`config.mk`:
```
export PLATFORM = sky130hd
export DESIGN_NAME = controller_interface
export DESIGN_NICKNAME = d
export VERILOG_FILES = /design/src/rtl/controller_interface.sv
export SDC_FILE = /design/constraint.sdc
export NUM_CORES = 1
export LEC_CHECK = 0
export ABC_AREA = 1
export BUFFER_PORTS_ARGS = -buffer_cell sky130_fd_sc_hd__buf_4
export CAP_MARGIN = 20
export CORE_MARGIN = 3
export CORE_UTILIZATION = 40
export DETAILED_ROUTE_END_ITERATION = 7
export PLACE_DENSITY_LB_ADDON = 0.12
export SYNTH_ARGS = -nofsm -noshare
export SYNTH_HDL_FRONTEND = slang
export SYNTH_SLANG_ARGS = --single-unit
```
`constraint.sdc`:
```
create_clock -name gpu_clk -period 1.9 [get_ports gpu_clk]
set_clock_uncertainty 0.15 [all_clocks]
set_input_delay 0.19 -clock gpu_clk [delete_from_list [all_inputs] [get_ports gpu_clk]]
set_output_delay 0.19 -clock gpu_clk [all_outputs]
set_load 0.005 [all_outputs]
```
`src/rtl/controller_interface.sv`:
```
// Serial reader for two NES-style pads: latches both, shifts 8 bits out of each, commits active-high bytes.
// Optional `CONTROLLER_DEBOUNCE_EN: a byte is committed only after two identical consecutive frames.
module controller_interface #(
    parameter int HALF_PERIOD = 76
) (
    input  logic       gpu_clk,
    input  logic       rst,
    input  logic       start_fetch_i,
    output logic       latch_o,
    output logic       controller_clk_o,
    input  logic       data_1_i,
    input  logic       data_2_i,
    output logic [7:0] controller_1_o,
    output logic [7:0] controller_2_o,
    output logic       updated_o,
    output logic       busy_o,
    input  logic       SELECT_controller_1_i,
    input  logic       SELECT_controller_2_i,
    output logic [7:0] data_o
);

    typedef enum logic [2:0] {S_IDLE, S_LATCH, S_READ, S_PULSE, S_DONE} state_t;

    state_t     r_state;
    state_t     w_next_state;
    logic [8:0] r_phase_cnt;
    logic [2:0] r_bit_idx;
    logic [7:0] r_sr_1;
    logic [7:0] r_sr_2;
    logic       r_start_prev;
    logic       r_d1_meta, r_d1_sync;
    logic       r_d2_meta, r_d2_sync;
    logic       r_latch, r_cclk, r_updated, r_busy;
    logic [7:0] r_ctrl_1, r_ctrl_2;
    logic       w_trigger;
    logic       w_phase_last;

    // Pad data is asynchronous to gpu_clk; plain two-flop synchronizers.
    always_ff @(posedge gpu_clk) begin
        r_d1_meta <= data_1_i;
        r_d1_sync <= r_d1_meta;
        r_d2_meta <= data_2_i;
        r_d2_sync <= r_d2_meta;
    end

    assign w_trigger    = start_fetch_i && !r_start_prev && (r_state == S_IDLE);
    assign w_phase_last = (r_state == S_LATCH) ? (r_phase_cnt == 9'(2 * HALF_PERIOD - 1))
                                               : (r_phase_cnt == 9'(HALF_PERIOD - 1));

    always_comb begin
        w_next_state = r_state;
        case (r_state)
            S_IDLE:  if (w_trigger) w_next_state = S_LATCH;
            S_LATCH: if (w_phase_last) w_next_state = S_READ;
            S_READ:  if (w_phase_last) w_next_state = (r_bit_idx == 3'd7) ? S_DONE : S_PULSE;
            S_PULSE: if (w_phase_last) w_next_state = S_READ;
            S_DONE:  w_next_state = S_IDLE;
            default: w_next_state = S_IDLE;
        endcase
    end

    always_ff @(posedge gpu_clk) begin
        if (rst) begin
            r_state      <= S_IDLE;
            r_start_prev <= 1'b0;
            r_phase_cnt  <= '0;
            r_bit_idx    <= '0;
            r_latch      <= 1'b0;
            r_cclk       <= 1'b1;
            r_updated    <= 1'b0;
            r_busy       <= 1'b0;
        end else begin
            r_state      <= w_next_state;
            r_start_prev <= start_fetch_i;
            if (w_next_state != r_state || r_state == S_IDLE)
                r_phase_cnt <= '0;
            else
                r_phase_cnt <= r_phase_cnt + 9'd1;
            if (r_state == S_LATCH && w_phase_last)
                r_bit_idx <= '0;
            else if (r_state == S_PULSE && w_phase_last)
                r_bit_idx <= r_bit_idx + 3'd1;
            // Outputs follow the next state so they line up with r_state and stay glitch-free.
            r_latch   <= (w_next_state == S_LATCH);
            r_cclk    <= (w_next_state != S_PULSE);
            r_updated <= (w_next_state == S_DONE);
            r_busy    <= (w_next_state != S_IDLE);
        end
    end

    always_ff @(posedge gpu_clk) begin
        if (rst) begin
            r_sr_1 <= '0;
            r_sr_2 <= '0;
        end else if (r_state == S_READ && w_phase_last) begin
            r_sr_1 <= {r_sr_1[6:0], ~r_d1_sync};
            r_sr_2 <= {r_sr_2[6:0], ~r_d2_sync};
        end
    end

`ifdef CONTROLLER_DEBOUNCE_EN
    logic [7:0] r_raw_prev_1;
    logic [7:0] r_raw_prev_2;

    always_ff @(posedge gpu_clk) begin
        if (rst) begin
            r_raw_prev_1 <= '0;
            r_raw_prev_2 <= '0;
            r_ctrl_1     <= '0;
            r_ctrl_2     <= '0;
        end else if (r_state == S_DONE) begin
            r_raw_prev_1 <= r_sr_1;
            r_raw_prev_2 <= r_sr_2;
            if (r_sr_1 == r_raw_prev_1) r_ctrl_1 <= r_sr_1;
            if (r_sr_2 == r_raw_prev_2) r_ctrl_2 <= r_sr_2;
        end
    end
`else
    always_ff @(posedge gpu_clk) begin
        if (rst) begin
            r_ctrl_1 <= '0;
            r_ctrl_2 <= '0;
        end else if (r_state == S_DONE) begin
            r_ctrl_1 <= r_sr_1;
            r_ctrl_2 <= r_sr_2;
        end
    end
`endif

    always_comb begin
        if (SELECT_controller_1_i)
            data_o = r_ctrl_1;
        else if (SELECT_controller_2_i)
            data_o = r_ctrl_2;
        else
            data_o = 'x;
    end

    assign latch_o          = r_latch;
    assign controller_clk_o = r_cclk;
    assign updated_o        = r_updated;
    assign busy_o           = r_busy;
    assign controller_1_o   = r_ctrl_1;
    assign controller_2_o   = r_ctrl_2;

endmodule
```
Word-level counts from Yosys, hierarchy flattened
Cells that the tools add are included.
{"block": "word_totals", "latch_bits": 0, "in_bits": 7, "ramBits": 0, "romBits": 0, "regBits": 56, "memories": 0}
{"block": "op_classes", "div_mod_pow": 0, "eq_ne": 11, "magnitude_cmp": 0, "addsub": 2, "muxes": 8, "shifts": 0, "bitwise_logic": 2, "multipliers": 0, "n_reduce_logical": 12}
{"op": "$mux 8", "count": 2}
{"op": "$mux 3", "count": 4}
{"op": "$add 9x1->9 const B", "count": 1}
{"op": "$eq 3x3->1 const B", "count": 3}
{"op": "$eq 9x7->1 const B", "count": 1}
{"op": "$eq 9x8->1 const B", "count": 1}
{"op": "$pmux 3 s3", "count": 1}
{"op": "$eq 3x1->1 const B", "count": 2}
{"op": "$eq 3x2->1 const B", "count": 2}
{"op": "$reduce_or 2->1", "count": 3}
{"op": "$logic_and 1x1->1", "count": 5}
{"op": "$add 3x1->3 const B", "count": 1}
{"op": "$logic_not 3->1", "count": 1}
{"op": "$ne 3x2->1 const B", "count": 1}
{"op": "$ne 3x3->1", "count": 1}
{"op": "$reduce_bool 3->1", "count": 1}
{"op": "$not 1->1", "count": 2}
{"op": "$logic_not 1->1", "count": 1}
{"op": "$logic_or 1x1->1", "count": 1}
{"op": "$mux 1", "count": 1}

Depth between registers and ports, before layout
{"block": "depth", "ltp_word": 8, "mapped_depth": 12}

Worst setup path after synthesis
OpenSTA, ideal clock, no wires.
{"block": "synth_timing", "path_kind": "register -> register", "start": "reg r_phase_cnt[0]", "end": "reg r_phase_cnt[2]", "setup_slack_ps": 152, "arrival_ps": 1482, "t_required_ps": 1634, "n_path_buf": 1, "period_less_slack_ps": 1748, "path_stages_with_launch": 12, "path_cell_list": "dfxtp_1 -> ha_1 -> nand3_1 -> nor2_1 -> nand3_2 -> nor2_2 -> buf_6 -> nand2_4 -> nand2_2 -> nand2_2 -> nand3_4 -> nor2_1"}
{"block": "synth_between", "elab_chain_cells": 7, "elab_cells_between_ends": 10, "classes_between": "1 x add/sub; 3 x eq/ne; 4 x mux; 2 x reduce/logical"}
{"item": "start, declared", "line_no": "26", "text": "logic [8:0] r_phase_cnt;"}
{"item": "start signal, assigned", "line_no": "78", "text": "r_phase_cnt <= r_phase_cnt + 9'd1;"}
{"item": "$eq 9x7->1 / $eq 9x8->1 (equally long branches)", "line_no": "48, 47"}
{"item": "$mux 1", "line_no": "47", "text": "assign w_phase_last = (r_state == S_LATCH) ? (r_phase_cnt == 9'(2 * HALF_PERIOD - 1))"}
{"item": "$mux 3, on equally long branches", "line_no": "54, 56, 55"}
{"item": "$pmux 3 s3", "line_no": "52", "text": "case (r_state)"}
{"item": "$ne 3x3->1", "line_no": "75", "text": "if (w_next_state != r_state || r_state == S_IDLE)"}
{"item": "$logic_or 1x1->1", "line_no": "75"}
{"item": "$reduce_or 2->1 (no source line)"}
Several ways; a longest one is shown, not always the timed one.
A chain may end at the register's enable or synchronous reset.

Final worst setup path
{"block": "layout_timing", "start": "reg r_phase_cnt[0]", "end": "reg r_busy (netlist: busy_o)"}
{"block": "layout_between", "elab_chain_cells": 5, "elab_cells_between_ends": 7, "classes_between": "2 x eq/ne; 4 x mux; 1 x reduce/logical"}
{"item": "$eq 9x7->1 / $eq 9x8->1 (equally long branches)", "line_no": "48, 47"}
{"item": "$mux 1 *", "line_no": "47"}
{"item": "$mux 3, on equally long branches", "line_no": "54, 56, 55"}
{"item": "$pmux 3 s3 *", "line_no": "52"}
{"item": "$reduce_bool 3->1 *", "line_no": "87", "text": "r_busy <= (w_next_state != S_IDLE);"}
{"item": "end signal, assigned", "line_no": "87"}
{"item": "end, declared", "line_no": "33", "text": "logic r_latch, r_cclk, r_updated, r_busy;"}
Every way passes the cells marked *; elsewhere a longest branch is shown, timed or not.

==> out/summary.txt <==
Max Cap Viol: 0
RSZ-0062 raised after global routing: yes
Post-Syn Area: 2210 µm²
WHS Endpoint: r_d2_sync
Placed Cells: 387
top cells by area, synth: dfxtp_1 51%, nor2_1 12%, o21ai_0 9.5%, inv_1 5.3%, nand2_1 4.6%
internal power: 1.52 mW
Slew @ Worst Pin: 509 ps
area delta synth->final: 24.6%
hold path depth: 0
cell with the most instances after synthesis: nor2_1
initial core utilization: 42.3%
Pwr Density: 709 nW/µm²
ys flop type: dfxtp_1
final setup vio count: 0
largest net degree at the start of global routing: 35
status: finished clean
delay of the slowest critical-path stage: 350 ps
first-pass GRT wire length: 7.49 mm
CP arrival: 1850 ps
syn nets: 297
GR Util met1: 21.7%
die height: 80.4 µm
worst hold path class: reg2reg
Root Buffer: clkbuf_8
vias per inst: 4.58
layout cells sized above 1: 21.1%
CTS Sinks: 56
worst slack, placed: -154 ps
final hold vios: 0
CP endpoint kind: flip-flop
Max FO, Critical Path: 4
Hold Path Origin: r_d2_meta
RR Startpoint: r_phase_cnt[0]
initial antenna violation count: 0
CP required: 1950 ps
Final Non-Filler Cells: 401
num rows: 26
CORE AREA: 5240 µm²
leading area contributor after synthesis: dfxtp_1
crit start category: flip-flop
CP dominant cell by count: nand2_1
DRC: 0
setup bufs post-CTS: 0
CTS tree: yes
R2R setup slack: 100 ps
met2 Use GR: 21.1%
Period minus WS final: 1800 ps
Post-synth EDFFs: 0
Max Slew Vio Count: 0
Netlist cell types: 23
total track usage: 14.9%
max_slew headroom: 65.8%
diode count: 0
DP HPWL: 3.10 mm
GP Congestion: 0.816
sequential share of the synthesized area: 50.7%
synth warn: 0
final core occ: 52.7%
die area: 6460 µm²
final worst path period share: 94.7%
nets: 340
Crit path max-delay family: simple AND/OR/NAND/NOR gates
synthesized instance count: 287
R2R cell count: 11
Seq pwr share: 61.0%
Post-DRT Antenna Nets: 0
Setup TNS: 0 ps
Initial DRC Count: 193
vias: 1838
#FFs+latches synth: 56
Clk network pwr share: 33.5%
setup ws final: 101 ps
drt pass-1 iters: 4
routing usage on met3: 3.81%
share of the synthesized area in the top cell type: 50.7%
GRT Max-Usage Layer: met1
total wire length: 4.52 mm
combinational share of power: 5.4%
Die X: 80.4 µm
H-tree levels: 2
cts bufs inserted: 5
global route total overflow: 0
Sw Share: 22.3%
R2R Path End: busy_o
Max Fclk: 556 MHz
worst-case clock buffer depth: 2
crit path kind: reg2reg
vias in the first global route: 1616
Lkg Pwr: 1.20 nW
synth cell count leaders: 72 x nor2_1, 56 x dfxtp_1, 42 x o21ai_0, 31 x inv_1, 27 x nand2_1
Net Sw Power: 0.435 mW
Slowest-stage cell, CP: dfxtp_2
Worst-path clk slew: 90 ps
Worst Path Buf+Inv: 1
I/O pin count: 35
asr flop ratio synth: 0%
VDD IR max: 485 µV
IO buf count: 33
crit path cell chain: ha_1, nand3_1, nor2_2, nand2_1, nor2_2, nand2_1, nand2_1, o21ai_0, buf_4, nor2_1, a21oi_1
drt wl/cell: 11.3 µm
worst skew pair latency: 300 ps
Synth Area per Inst: 7.71 µm²
power by group through the flow:
stage	sequential (mW)	clock [mW]	combinational, mW
after global routing	1.19	0.726	0.119
after CTS	1.19	0.686	0.0885
final	1.19	0.655	0.106
after global placement	1.22	0	0.0815
after floorplan	1.22	0	0.0528
after detailed placement	1.22	0	0.0818
routing by layer:
| metal | vias to the layer above | share of wire (%) |
|---|---|---|
| li1 | 1000 | - |
| met1 | 794 | 54 |
| met2 | 39 | 39 |
| met3 | 5 | 5.2 |
| met4 | 0 | 1.5 |
| met5 | - | 0 |
area by class of cell:
type,instances,area (µm²)
fill,521,2480
sequential,56,1120
multi-input combinational,191,990
timing repair buffer,43,333
inverter,32,124
tap,70,87.6
clock buffer,6,82.6
clock inverter,2,10.0
timing repair inverter,1,7.51
worst max-delay path by stage:
stage,to,slack [ps],depth (start not counted),startpoint
after floorplan,r_phase_cnt[2],150,11,r_phase_cnt[0]
after global placement,r_sr_2[5],30,8,r_phase_cnt[0]
after detailed placement,controller_2_o[6],-150,6,r_state[0]
after CTS,r_phase_cnt[8],4,9,r_phase_cnt[0]
after global routing,r_sr_2[1],-50,8,r_phase_cnt[0]
final,busy_o,100,11,r_phase_cnt[0]
layout by cell type, fill, tap and decap left out:
cell type	n
dlygate4sd3_1	4
dfxtp_1	54
inv_2	2
nand2_2	1
nand2_4	3
a21oi_4	1
nand3_1	5
nand2_1	27
clkinvlp_4	2
clkinv_2	2
xor2_1	6
nand3_4	2
nor2_4	3
nand4_1	4
o21ai_0	42
dfxtp_2	2
nand3_2	2
ha_1	3
xnor2_1	1
o21ai_2	1
nor2_2	4
inv_1	29
clkbuf_8	6
a21oi_1	14
nor3_1	3
nor2_1	67
buf_4	39
nor4_1	1
o21a_1	1
logic make-up after synthesis:
kind of cell | after synthesis | share of synthesized area (%)
AO/OA/AOI/OAI | 59 | 13.6
XOR/XNOR | 7 | 2.77
adder cells (fa/ha/maj) | 3 | 1.70
buffers and inverters | 41 | 7.63
flip-flops | 56 | 50.7
AND/OR/NAND/NOR | 121 | 23.6
stage by stage:
stage | total power, mW | cell area (µm²) | hold slack, ps
floorplan | 1.27 | 2210 | 67.7
global placement | 1.30 | 2540 | 145
detailed placement | 1.30 | 2540 | 146
CTS | 1.97 | 2690 | 186
global route | 2.04 | 2760 | 196
finish | 1.95 | 2760 | 184
timing repair:
action,CTS,global route
endpoints found under the hold margin,7,0
hold buffers,4,0
resized for setup,3,15
gates cloned,1,1
endpoints found under the setup margin,16,44
pin swaps,0,4
flip-flops by register name (all words and copies together) (netlist names), 3 cells and up:
name / flops
r_bit_idx: 3
controller_1_o: 8
r_phase_cnt: 9
controller_2_o: 8
r_sr_2: 8
r_sr_1: 8
r_state: 3
Note: power is estimated with default switching activity, not from simulation.
